File: src/rtl/recirc_ctrl.sv
`default_nettype none
// ============================================================================
// Module   : recirc_ctrl
// Purpose  : Moore controller sequencing the lane recirculation datapath;
//            latches FIFO thresholds and reports idle/error status upstream.
//            Optional macro RECIRC_CTRL_ERR_RECOVER_EN lets init leave ERROR.
// Revision : 1.0 - initial release
// ============================================================================
module recirc_ctrl #(
   parameter int N_FIFO    = 4,
   parameter int TH_W      = 4,
   parameter int IDLE_HOLD = 2
) (
   input  logic              clk_2f,
   input  logic              reset_L,
   input  logic              init,
   input  logic [TH_W-1:0]   umbral_bajo_in,
   input  logic [TH_W-1:0]   umbral_alto_in,
   input  logic [N_FIFO-1:0] fifo_empty,
   input  logic [N_FIFO-1:0] fifo_error,
   output logic              active,
   output logic [TH_W-1:0]   umbral_bajo_out,
   output logic [TH_W-1:0]   umbral_alto_out,
   output logic              idle_out,
   output logic              error_out,
   output logic              cfg_err,
   output logic [2:0]        state
);

   typedef enum logic [2:0] {
      ST_RESET  = 3'd0,
      ST_INIT   = 3'd1,
      ST_IDLE   = 3'd2,
      ST_ACTIVE = 3'd3,
      ST_ERROR  = 3'd4
   } state_t;

   localparam logic [3:0] c_hold_last = 4'(IDLE_HOLD - 1);

   // Plain vector so unused codes 5..7 stay representable and recoverable.
   logic [2:0]      r_state;
   state_t          w_next;
   logic [3:0]      r_idle_cnt;
   logic [3:0]      w_idle_cnt_next;
   logic [TH_W-1:0] r_bajo;
   logic [TH_W-1:0] r_alto;
   logic            r_cfg_err;
   logic            w_pair_valid;
   logic            w_any_err;
   logic            w_all_empty;
   logic            w_load;

   assign w_pair_valid = (umbral_bajo_in < umbral_alto_in);
   assign w_any_err    = |fifo_error;
   assign w_all_empty  = &fifo_empty;
   assign w_load       = (r_state == ST_INIT) && w_pair_valid;

   always_comb begin
      w_next          = ST_RESET;
      w_idle_cnt_next = 4'd0;
      case (r_state)
         ST_RESET: w_next = ST_INIT;
         ST_INIT: begin
            if (w_any_err)
               w_next = ST_ERROR;
            else if (init || !w_pair_valid)
               w_next = ST_INIT;
            else
               w_next = ST_IDLE;
         end
         ST_IDLE: begin
            if (w_any_err)
               w_next = ST_ERROR;
            else if (init)
               w_next = ST_INIT;
            else if (!w_all_empty)
               w_next = ST_ACTIVE;
            else
               w_next = ST_IDLE;
         end
         ST_ACTIVE: begin
            if (w_any_err)
               w_next = ST_ERROR;
            else if (init)
               w_next = ST_INIT;
            else if (!w_all_empty)
               w_next = ST_ACTIVE;
            else if (r_idle_cnt == c_hold_last)
               w_next = ST_IDLE;
            else begin
               w_next          = ST_ACTIVE;
               w_idle_cnt_next = r_idle_cnt + 4'd1;
            end
         end
         ST_ERROR: begin
`ifdef RECIRC_CTRL_ERR_RECOVER_EN
            if (init && !w_any_err)
               w_next = ST_INIT;
            else
               w_next = ST_ERROR;
`else
            w_next = ST_ERROR;
`endif
         end
         default: w_next = ST_RESET;
      endcase
   end

   always_ff @(posedge clk_2f or negedge reset_L) begin
      if (!reset_L) begin
         r_state    <= ST_RESET;
         r_idle_cnt <= 4'd0;
         r_bajo     <= '0;
         r_alto     <= '0;
         r_cfg_err  <= 1'b0;
      end else begin
         r_state    <= w_next;
         r_idle_cnt <= w_idle_cnt_next;
         // Registered so cfg_err remains a pure decode of stored state.
         r_cfg_err  <= (r_state == ST_INIT) && (w_next == ST_INIT) && !w_pair_valid;
         if (w_load) begin
            r_bajo <= umbral_bajo_in;
            r_alto <= umbral_alto_in;
         end
      end
   end

   assign active          = (r_state == ST_ACTIVE);
   assign idle_out        = (r_state == ST_IDLE);
   assign error_out       = (r_state == ST_ERROR);
   assign cfg_err         = r_cfg_err;
   assign umbral_bajo_out = r_bajo;
   assign umbral_alto_out = r_alto;
   assign state           = r_state;

endmodule
`default_nettype wire
File: config.mk
export PLATFORM = sky130hd
export DESIGN_NAME = recirc_ctrl
export DESIGN_NICKNAME = d
export VERILOG_FILES = /design/src/rtl/recirc_ctrl.sv
export SDC_FILE = /design/constraint.sdc
export NUM_CORES = 1
export LEC_CHECK = 0
export BUFFER_PORTS_ARGS = -buffer_cell sky130_fd_sc_hd__buf_2
export CORE_MARGIN = 2
export CORE_UTILIZATION = 49
export DETAILED_ROUTE_END_ITERATION = 8
export PLACE_DENSITY_LB_ADDON = 0.08
export SKIP_CTS_REPAIR_TIMING = 1
export SYNTH_ARGS = -nofsm -noshare
export SYNTH_HDL_FRONTEND = slang
export SYNTH_SLANG_ARGS = --single-unit
File: constraint.sdc
create_clock -name clk_2f -period 3.7 [get_ports clk_2f]
set_clock_uncertainty 0.1 [all_clocks]
set_input_delay 0 -clock clk_2f [delete_from_list [all_inputs] [get_ports clk_2f]]
set_output_delay 0 -clock clk_2f [all_outputs]
set_load 0.05 [all_outputs]
==> results of run 1 <==
## layout make-up
type / count / area [sq um]
Inverter: 6 / 22.52
Tap cell: 16 / 20.02
Fill cell: 109 / 382.9
Clock buffer: 3 / 22.52
Multi-Input combinational cell: 49 / 397.9
Sequential cell: 16 / 400.4
Timing Repair Buffer: 46 / 295.3
## report_power, final
part | switching [mW] | total [mW] | internal, mW
clock network | 0.0488 | 0.0865 | 0.0377
registers | 0.0405 | 0.272 | 0.231
logic | 0.303 | 0.434 | 0.132
## worst register-to-register path, stage by stage (launching register included)
cell and delay, ps:
dfrtp_1 460, nor3b_1 390, o21ai_2 240, a211oi_1 290
dlygate4sd3_1 590
## cells in the final DEF, fill, tap and decap left out, types with 2 or more instances in the layout
cell and n:
clkbuf_4 3, nand3_1 2, nor3_1 4, dfrtp_1 16
buf_2 33, nand2_1 4, or3_1 2, mux2_2 8
nor2_1 6, inv_1 6, ha_1 5, dlygate4sd3_1 13
## per-layer routing
metal | vias up | GRT usage | part of all wire
li1 | 351 | - | -
met1 | 333 | 0.2286 | 0.44
met2 | 23 | 0.2971 | 0.49
met3 | 6 | 0.04800 | 0.047
met4 | 0 | 0.07059 | 0.026
met5 | - | 0 | 0
## state kept, by name (all words and copies together) (netlist names)
signal / flops
r_idle_cnt: 4
state: 3
cfg_err: 1
umbral_alto_out: 4
umbral_bajo_out: 4
## cell families after synthesis
logic type | share of synthesized area
and+or+nand+nor | 0.1723
buffers and inverters | 0.02744
xor gates and xnor gates | 0.02135
DFF | 0.4878
adders and majority gates | 0.07622
muxes | 0.1098
AOI/OAI and AO/OA | 0.1052
## stage by stage
| step | cells | utilization | cell area, sq um | worst slack, ps |
|---|---|---|---|---|
| 2_1_floorplan | 71 | - | 820.8 | 1686 |
| 3_3_place_gp | 120 | 0.6526 | 1006 | 2134 |
| 3_5_place_dp | 120 | 0.6526 | 1006 | 2096 |
| 4_1_cts | 123 | 0.6672 | 1028 | 2091 |
| 5_1_grt | 136 | 0.7516 | 1159 | 1275 |
| 6_report | 136 | 0.7516 | 1159 | 1377 |
## worst paths after layout
path                                  to  slack, ps  depth (start not counted)
min in group clk_2f        r_idle_cnt[1]         50                          4
setup reg to reg                state[1]       1570                          4
max in group asynchronous  r_idle_cnt[1]       3190                          2
setup / recovery                state[1]       1380                          8
hold reg to reg            r_idle_cnt[0]        400                          1
hold / removal                  state[0]         50                          2
==> flow_metrics.env, run 1 <==
export IMPL_status="complete, no violations"
export IMPL_firstDrtPassIters=4
export IMPL_peakVddDrop_uv=544.4
export IMPL_synth_edff_count=0
export IMPL_yosysMostFrequentCell="dfrtp_1"
export IMPL_worst_path_largest_cell_delay_ps=590
export IMPL_max_freq_mhz=430.5
export IMPL_arrival_ps=2430
export IMPL_place_congestion=0.8561
export IMPL_worstPathMaxFanout=9
export IMPL_clock_latency_ps=280
export IMPL_syn_area_per_cell_sq_um=11.56
export IMPL_p_leak_nw=0.5708
export IMPL_core_area_sq_um=1541
export IMPL_startpoint_type="primary input"
export IMPL_critPathTopFamily="buffers and inverters"
export IMPL_crit_top_cell="dlygate4sd3_1"
export IMPL_top_level_ports=34
export IMPL_grt_pass1_wl_microns=2628
export IMPL_synthesis_area_sq_um=820.8
export IMPL_max_cap_violations=0
export IMPL_setup_viol=0
export IMPL_slowest_stage="dlygate4sd3_1"
export IMPL_period_minus_slack_ps=2323
export IMPL_viasPerCell=5.243
export IMPL_synthTopCellsByArea="dfrtp_1, mux2_2, ha_1, a2111oi_4, inv_1"
export IMPL_tightestPinTransition_ps=623.0
export IMPL_synth_top_area_cell="dfrtp_1"
export IMPL_ant_nets=0
export IMPL_final_nets=146
export IMPL_rr_startpoint="state[1]"
export IMPL_path_clk_slew_ps=90
export IMPL_ys_seq_elements=16
export IMPL_antenna_cells=0
export IMPL_yosys_most_used_dff="dfrtp_1"
export IMPL_start_util=0.5325
export IMPL_tns_ps=0
export IMPL_antenna_found_initial=0
export IMPL_rsz0062_at_grt="false"
export IMPL_tritoncts="yes"
export IMPL_synth_commonest_cells="dfrtp_1, mux2_2, inv_1, nor2_1, ha_1"
export IMPL_yosysUniqueCellTypes=27
export IMPL_die_area_sq_um=2018
export IMPL_cp_cell_sequence="dlygate4sd3_1 -> buf_2 -> inv_1 -> ha_1 -> a2111oi_4 -> o21ai_2 -> a211oi_1 -> dlygate4sd3_1"
export IMPL_vias=713
export IMPL_ys_async_sr_fraction=1.000
export IMPL_synth_cells=71
export IMPL_finalPower_mw=0.7926
export IMPL_clockRootBuffer="clkbuf_4"
export IMPL_route_detailed_drc=0
export IMPL_grt_overflow_total=0
export IMPL_hp_class="in -> async"
export IMPL_crit_path_end_kind="register"
export IMPL_hold_viol=0
export IMPL_routed_wl_microns=1752
export IMPL_yosysWarnings=0
export IMPL_synthesis_nets=95
export IMPL_numCtsBuffers=3
export IMPL_slew_viol_final=0
export IMPL_cp_num_buf_inv=4
export IMPL_post_route_cells_drive_above_1_share=0.4083
export IMPL_power_density_nw_per_um2=684.1
export IMPL_yosysSeqAreaShare=0.4878
export IMPL_die_x_microns=44.93
export IMPL_netlist_area_leader_share=0.4878
export IMPL_grt_pass1_vias=620
export IMPL_syn2layout_area_growth_pct=41.16
export IMPL_port_buffers=33
export IMPL_startpoint="umbral_alto_in[1]"
export IMPL_grt_total_usage=0.1815
export IMPL_drt_iter0_drc=14
export IMPL_std_cell_rows=14
export IMPL_finalCritPeriodShare=0.6279
export IMPL_cts_max_level=1
export IMPL_hpwl_microns=1218
export IMPL_slew_headroom=0.5812
export IMPL_cts_sinks=16
export IMPL_wl_per_cell_microns=12.88
export IMPL_required_ps=3810
export IMPL_clock_path_buffers=2
export IMPL_die_h_microns=44.93
export IMPL_path_class="in -> reg"
export IMPL_grt_max_degree=17
export IMPL_whs_ps=48.83
(Power assumes the default switching activity.)
==> run 2: changes to the inputs <==
--- a/config.mk
+++ b/config.mk
@@ -7,7 +7,7 @@
 export LEC_CHECK = 0
 export BUFFER_PORTS_ARGS = -buffer_cell sky130_fd_sc_hd__buf_2
 export CORE_MARGIN = 2
-export CORE_UTILIZATION = 49
+export CORE_UTILIZATION = 46
 export DETAILED_ROUTE_END_ITERATION = 8
 export PLACE_DENSITY_LB_ADDON = 0.08
 export SKIP_CTS_REPAIR_TIMING = 1
==> constraint.sdc (replaced) <==
create_clock -name clk_2f -period 2.3 [get_ports clk_2f]
set_clock_uncertainty 0.1 [all_clocks]
set_input_delay 0 -clock clk_2f [delete_from_list [all_inputs] [get_ports clk_2f]]
set_output_delay 0 -clock clk_2f [all_outputs]
set_load 0.05 [all_outputs]
==> flow_metrics.env, run 2 (synthesis gave the netlist of run 1 again) <==
export IMPL_worstPathMaxFanout=6
export IMPL_hpwl_microns=1204
export IMPL_drt_iter0_drc=4
export IMPL_die_x_microns=46.24
export IMPL_viasPerCell=4.786
export IMPL_most_common_layout_cells="buf_2, dfrtp_1, dlygate4sd3_1"
export IMPL_whs_path_depth=4
export IMPL_hp_start="fifo_error[3]"
export IMPL_pre_cts_ws_ps=649.2
export IMPL_std_cell_rows=15
export IMPL_path_clk_slew_ps=100
export IMPL_r2r_worst_path_cells=3
export IMPL_dp_cells=129
export IMPL_worst_slack_ps=318.6
export IMPL_grt_total_usage=0.1730
export IMPL_syn2layout_area_growth_pct=42.99
export IMPL_route_detailed_drc=0
export IMPL_grt_overflow_total=0
export IMPL_cp_cell_sequence="dlygate4sd3_1 -> buf_2 -> nor4_2 -> dlygate4sd3_1 -> nand2_1 -> nor3_1 -> or3_1"
export IMPL_stdcell_count=145
export IMPL_top_level_ports=34
export IMPL_layout_commonest_cell="buf_2"
export IMPL_routed_wl_microns=1678
export IMPL_status="complete, no violations"
export IMPL_clock_path_buffers=2
export IMPL_period_minus_slack_ps=1981
export IMPL_critPathTopFamily="buffers and inverters"
export IMPL_required_ps=2430
export IMPL_r2r_end="umbral_alto_out[1]"
export IMPL_peakVddDrop_uv=954.3
export IMPL_post_route_cells_drive_above_1_share=0.4167
export IMPL_hold_viol=0
export IMPL_min_delay_worst_endpoint="r_idle_cnt[1]"
export IMPL_fillers=136
export IMPL_ff_latch_area_sq_um=400.4
export IMPL_grt_max_degree=17
export IMPL_slowest_stage="dlygate4sd3_1"
export IMPL_firstDrtPassIters=4
export IMPL_cp_depth=7
export IMPL_max_cap_violations=0
export IMPL_numCtsBuffers=3
export IMPL_final_nets=145
export IMPL_finalCritPeriodShare=0.8615
export IMPL_rrSetupSlack_ps=650
export IMPL_place_congestion=0.8439
export IMPL_vias=694
export IMPL_tns_ps=0
export IMPL_multiInputGateArea_sq_um=397.9
export IMPL_clockRootBuffer="clkbuf_4"
export IMPL_antenna_cells=0
export IMPL_port_buffers=33
export IMPL_die_area_sq_um=2138
export IMPL_die_h_microns=46.24
export IMPL_antenna_found_initial=0
export IMPL_slew_viol_final=0
export IMPL_max_freq_mhz=504.7
export IMPL_crit_path_end_kind="register"
export IMPL_arrival_ps=2110
export IMPL_hp_class="in -> reg"
export IMPL_clock_latency_ps=280
export IMPL_core_area_sq_um=1708
export IMPL_power_density_nw_per_um2=1126
export IMPL_grt_pass1_wl_microns=2622
export IMPL_worst_path_largest_cell_delay_ps=670
export IMPL_path_class="in -> reg"
export IMPL_cts_max_level=1
export IMPL_grt_pass1_vias=594
export IMPL_ant_nets=0
export IMPL_rr_startpoint="state[1]"
export IMPL_start_util=0.4806
export IMPL_finalPower_mw=1.321
export IMPL_cts_sinks=16
export IMPL_crit_top_cell="dlygate4sd3_1"
export IMPL_startpoint_type="primary input"
export IMPL_p_leak_nw=0.5710
export IMPL_slew_headroom=0.6628
export IMPL_tightestPinTransition_ps=501.7
export IMPL_setup_viol=0
export IMPL_wl_per_cell_microns=11.57
export IMPL_cp_num_buf_inv=3
export IMPL_tritoncts="yes"
export IMPL_rsz0062_at_grt="false"
-- run 2: layer usage --
metal	vias up	global-route usage	share of wire
met5	-	0	0
met4	0	0.06857	0.0072
met3	2	0.02353	0.053
met2	23	0.2750	0.45
met1	315	0.2365	0.49
li1	354	-	-
-- run 2: worst max-delay path by stage --
stage | startpoint | to | slack, ps
2_1_floorplan | state[1] | idle_out | 290
3_3_place_gp | state[1] | state[1] | 710
3_5_place_dp | state[1] | umbral_bajo_out[3] | 650
4_1_cts | state[1] | umbral_alto_out[1] | 640
5_1_grt | fifo_error[2] | state[0] | 160
6_report | fifo_error[2] | state[0] | 320
-- run 2: worst min-delay path, delay by kind of cell --
| kind | cells | cell delay, ps |
|---|---|---|
| simple gates | 3 | 270 |
| buf+inv | 1 | 80 |
-- run 2: layout make-up --
cell class	instances	area share
inverters	6	0.01919
flip-flops and latches	16	0.3412
repair buffers	45	0.2431
well taps	25	0.02665
clock buffers	4	0.03092
multi-input cells	49	0.3390
-- run 2: report_power, final --
part / switching [mW] / total (mW) / leakage, nW / internal [mW]
Clock: 0.0890 / 0.185 / 0.0210 / 0.0963
Sequential: 0.0662 / 0.438 / 0.203 / 0.372
Combinational: 0.486 / 0.698 / 0.347 / 0.212
-- run 2: per-stage QoR --
stage | area, sq um | hold slack, ps | util
4_1_cts | 1054 | -472.1 | 0.6169
5_1_grt | 1174 | 68.51 | 0.6872
6_report | 1174 | 9.586 | 0.6872
3_5_place_dp | 1017 | -158.3 | 0.5956
3_3_place_gp | 1017 | -166.9 | 0.5956
2_1_floorplan | 820.8 | -395.6 | -
==> run 3: changes to the inputs <==
--- a/config.mk
+++ b/config.mk
@@ -7,7 +7,8 @@
 export LEC_CHECK = 0
 export BUFFER_PORTS_ARGS = -buffer_cell sky130_fd_sc_hd__buf_2
 export CORE_MARGIN = 2
-export CORE_UTILIZATION = 46
+export CORE_UTILIZATION = 48
+export CTS_BUF_LIST = sky130_fd_sc_hd__clkbuf_4
 export DETAILED_ROUTE_END_ITERATION = 8
 export PLACE_DENSITY_LB_ADDON = 0.08
 export SKIP_CTS_REPAIR_TIMING = 1
==> flow_metrics.env, run 3 (synthesis gave the netlist of run 1 again) <==
export IMPL_status="complete, no violations"
export IMPL_vias=711
export IMPL_slew_headroom=0.5894
export IMPL_cts_sinks=16
export IMPL_max_freq_mhz=454.5
export IMPL_drt_iter0_drc=2
export IMPL_finalCritPeriodShare=0.9566
export IMPL_port_buffers=33
export IMPL_grt_pass1_wl_microns=2580
export IMPL_r2r_end="state[1]"
export IMPL_required_ps=2420
export IMPL_route_detailed_drc=0
export IMPL_hp_start="fifo_error[1]"
export IMPL_firstDrtPassIters=3
export IMPL_clock_latency_ps=280
export IMPL_rr_startpoint="state[1]"
export IMPL_cp_endpoint="state[1]"
export IMPL_tightestPinTransition_ps=610.8
export IMPL_p_leak_nw=0.5708
export IMPL_clock_path_buffers=2
export IMPL_antenna_cells=0
export IMPL_period_minus_slack_ps=2200
export IMPL_max_cap_violations=0
export IMPL_hold_viol=0
export IMPL_pre_cts_ws_ps=666.6
export IMPL_core_area_sq_um=1559
export IMPL_rrSetupSlack_ps=160
export IMPL_worst_path_largest_cell_delay_ps=590
export IMPL_hp_class="in -> reg"
export IMPL_layout_commonest_cell="buf_2"
export IMPL_worstPathMaxFanout=9
export IMPL_crit_top_cell="dlygate4sd3_1"
export IMPL_setup_viol=0
export IMPL_slowest_stage="dlygate4sd3_1"
export IMPL_place_congestion=0.7947
export IMPL_ant_nets=0
export IMPL_stdcell_count=136
export IMPL_path_class="in -> reg"
export IMPL_die_x_microns=45.35
export IMPL_most_common_layout_cells="buf_2, dfrtp_1, dlygate4sd3_1"
export IMPL_finalPower_mw=1.274
export IMPL_std_cell_rows=14
export IMPL_crit_path_end_kind="register"
export IMPL_tritoncts="yes"
export IMPL_power_density_nw_per_um2=1100
export IMPL_wl_per_cell_microns=12.17
export IMPL_startpoint_type="primary input"
export IMPL_worst_slack_ps=99.74
export IMPL_viasPerCell=5.228
export IMPL_grt_total_usage=0.1788
export IMPL_hpwl_microns=1207
export IMPL_clockRootBuffer="clkbuf_4"
export IMPL_start_util=0.5265
export IMPL_top_level_ports=34
export IMPL_numCtsBuffers=3
export IMPL_routed_wl_microns=1655
export IMPL_peakVddDrop_uv=660.7
export IMPL_path_clk_slew_ps=90
export IMPL_r2r_worst_path_cells=4
export IMPL_startpoint="umbral_bajo_in[3]"
export IMPL_syn2layout_area_growth_pct=41.16
export IMPL_grt_max_degree=17
export IMPL_post_route_cells_drive_above_1_share=0.4083
export IMPL_grt_overflow_total=0
export IMPL_final_nets=146
export IMPL_die_h_microns=45.35
export IMPL_slew_viol_final=0
export IMPL_dp_cells=120
export IMPL_antenna_found_initial=0
export IMPL_cts_max_level=1
export IMPL_grt_pass1_vias=611
export IMPL_cp_cell_sequence="dlygate4sd3_1 -> buf_2 -> ha_1 -> a2111oi_4 -> o21ai_2 -> a211oi_1 -> dlygate4sd3_1"
export IMPL_arrival_ps=2320
export IMPL_die_area_sq_um=2057
-- run 3: final cells by class --
| cell class | instances | area (sq um) |
|---|---|---|
| Multi-Input combinational cell | 49 | 397.9 |
| Sequential cell | 16 | 400.4 |
| Clock buffer | 3 | 22.52 |
| Timing Repair Buffer | 46 | 295.3 |
| Inverter | 6 | 22.52 |
| Fill cell | 118 | 400.4 |
| Tap cell | 16 | 20.02 |
-- run 3: metrics by stage --
step / hold WS [ps] / utilization / setup TNS [ps] / instance area (sq um)
after global placement: -171.7 / 0.6453 / 0 / 1006
after detailed placement: -166.9 / 0.6453 / 0 / 1006
after CTS: -473.6 / 0.6597 / 0 / 1028
after global routing: 51.57 / 0.7432 / -31.90 / 1159
after floorplan: -395.6 / - / 0 / 820.8
final: 29.11 / 0.7432 / 0 / 1159
-- run 3: worst max-delay path, delay by kind of cell --
kind / cells / cell delay, ps
buffers and inverters: 3 / 1250
AO/OA/AOI/OAI: 3 / 840
adder cells (fa/ha/maj): 1 / 230
-- run 3: where the power goes --
part	total, mW	switching [mW]	internal, mW
combinational	0.696	0.485	0.212
sequential	0.434	0.0622	0.372
clock	0.144	0.0828	0.0608
total	1.27	0.630	0.644
-- run 3: how the worst min path moves through the flow --
stage          cells past startpoint  slack [ps]            endpoint
4_1_cts                            1        -470  umbral_bajo_out[0]
6_report                           4          30       r_idle_cnt[1]
2_1_floorplan                      0        -400             cfg_err
3_5_place_dp                       1        -170            state[0]
5_1_grt                            4          50       r_idle_cnt[1]
3_3_place_gp                       1        -170            state[2]
-- run 3: per-layer routing --
layer | wire length [microns] | global-route usage | share of wire
met1 | 707 | 0.2168 | 0.43
met2 | 845 | 0.2914 | 0.51
met3 | 69 | 0.04800 | 0.042
met4 | 31 | 0.08824 | 0.019
met5 | 0 | 0 | 0
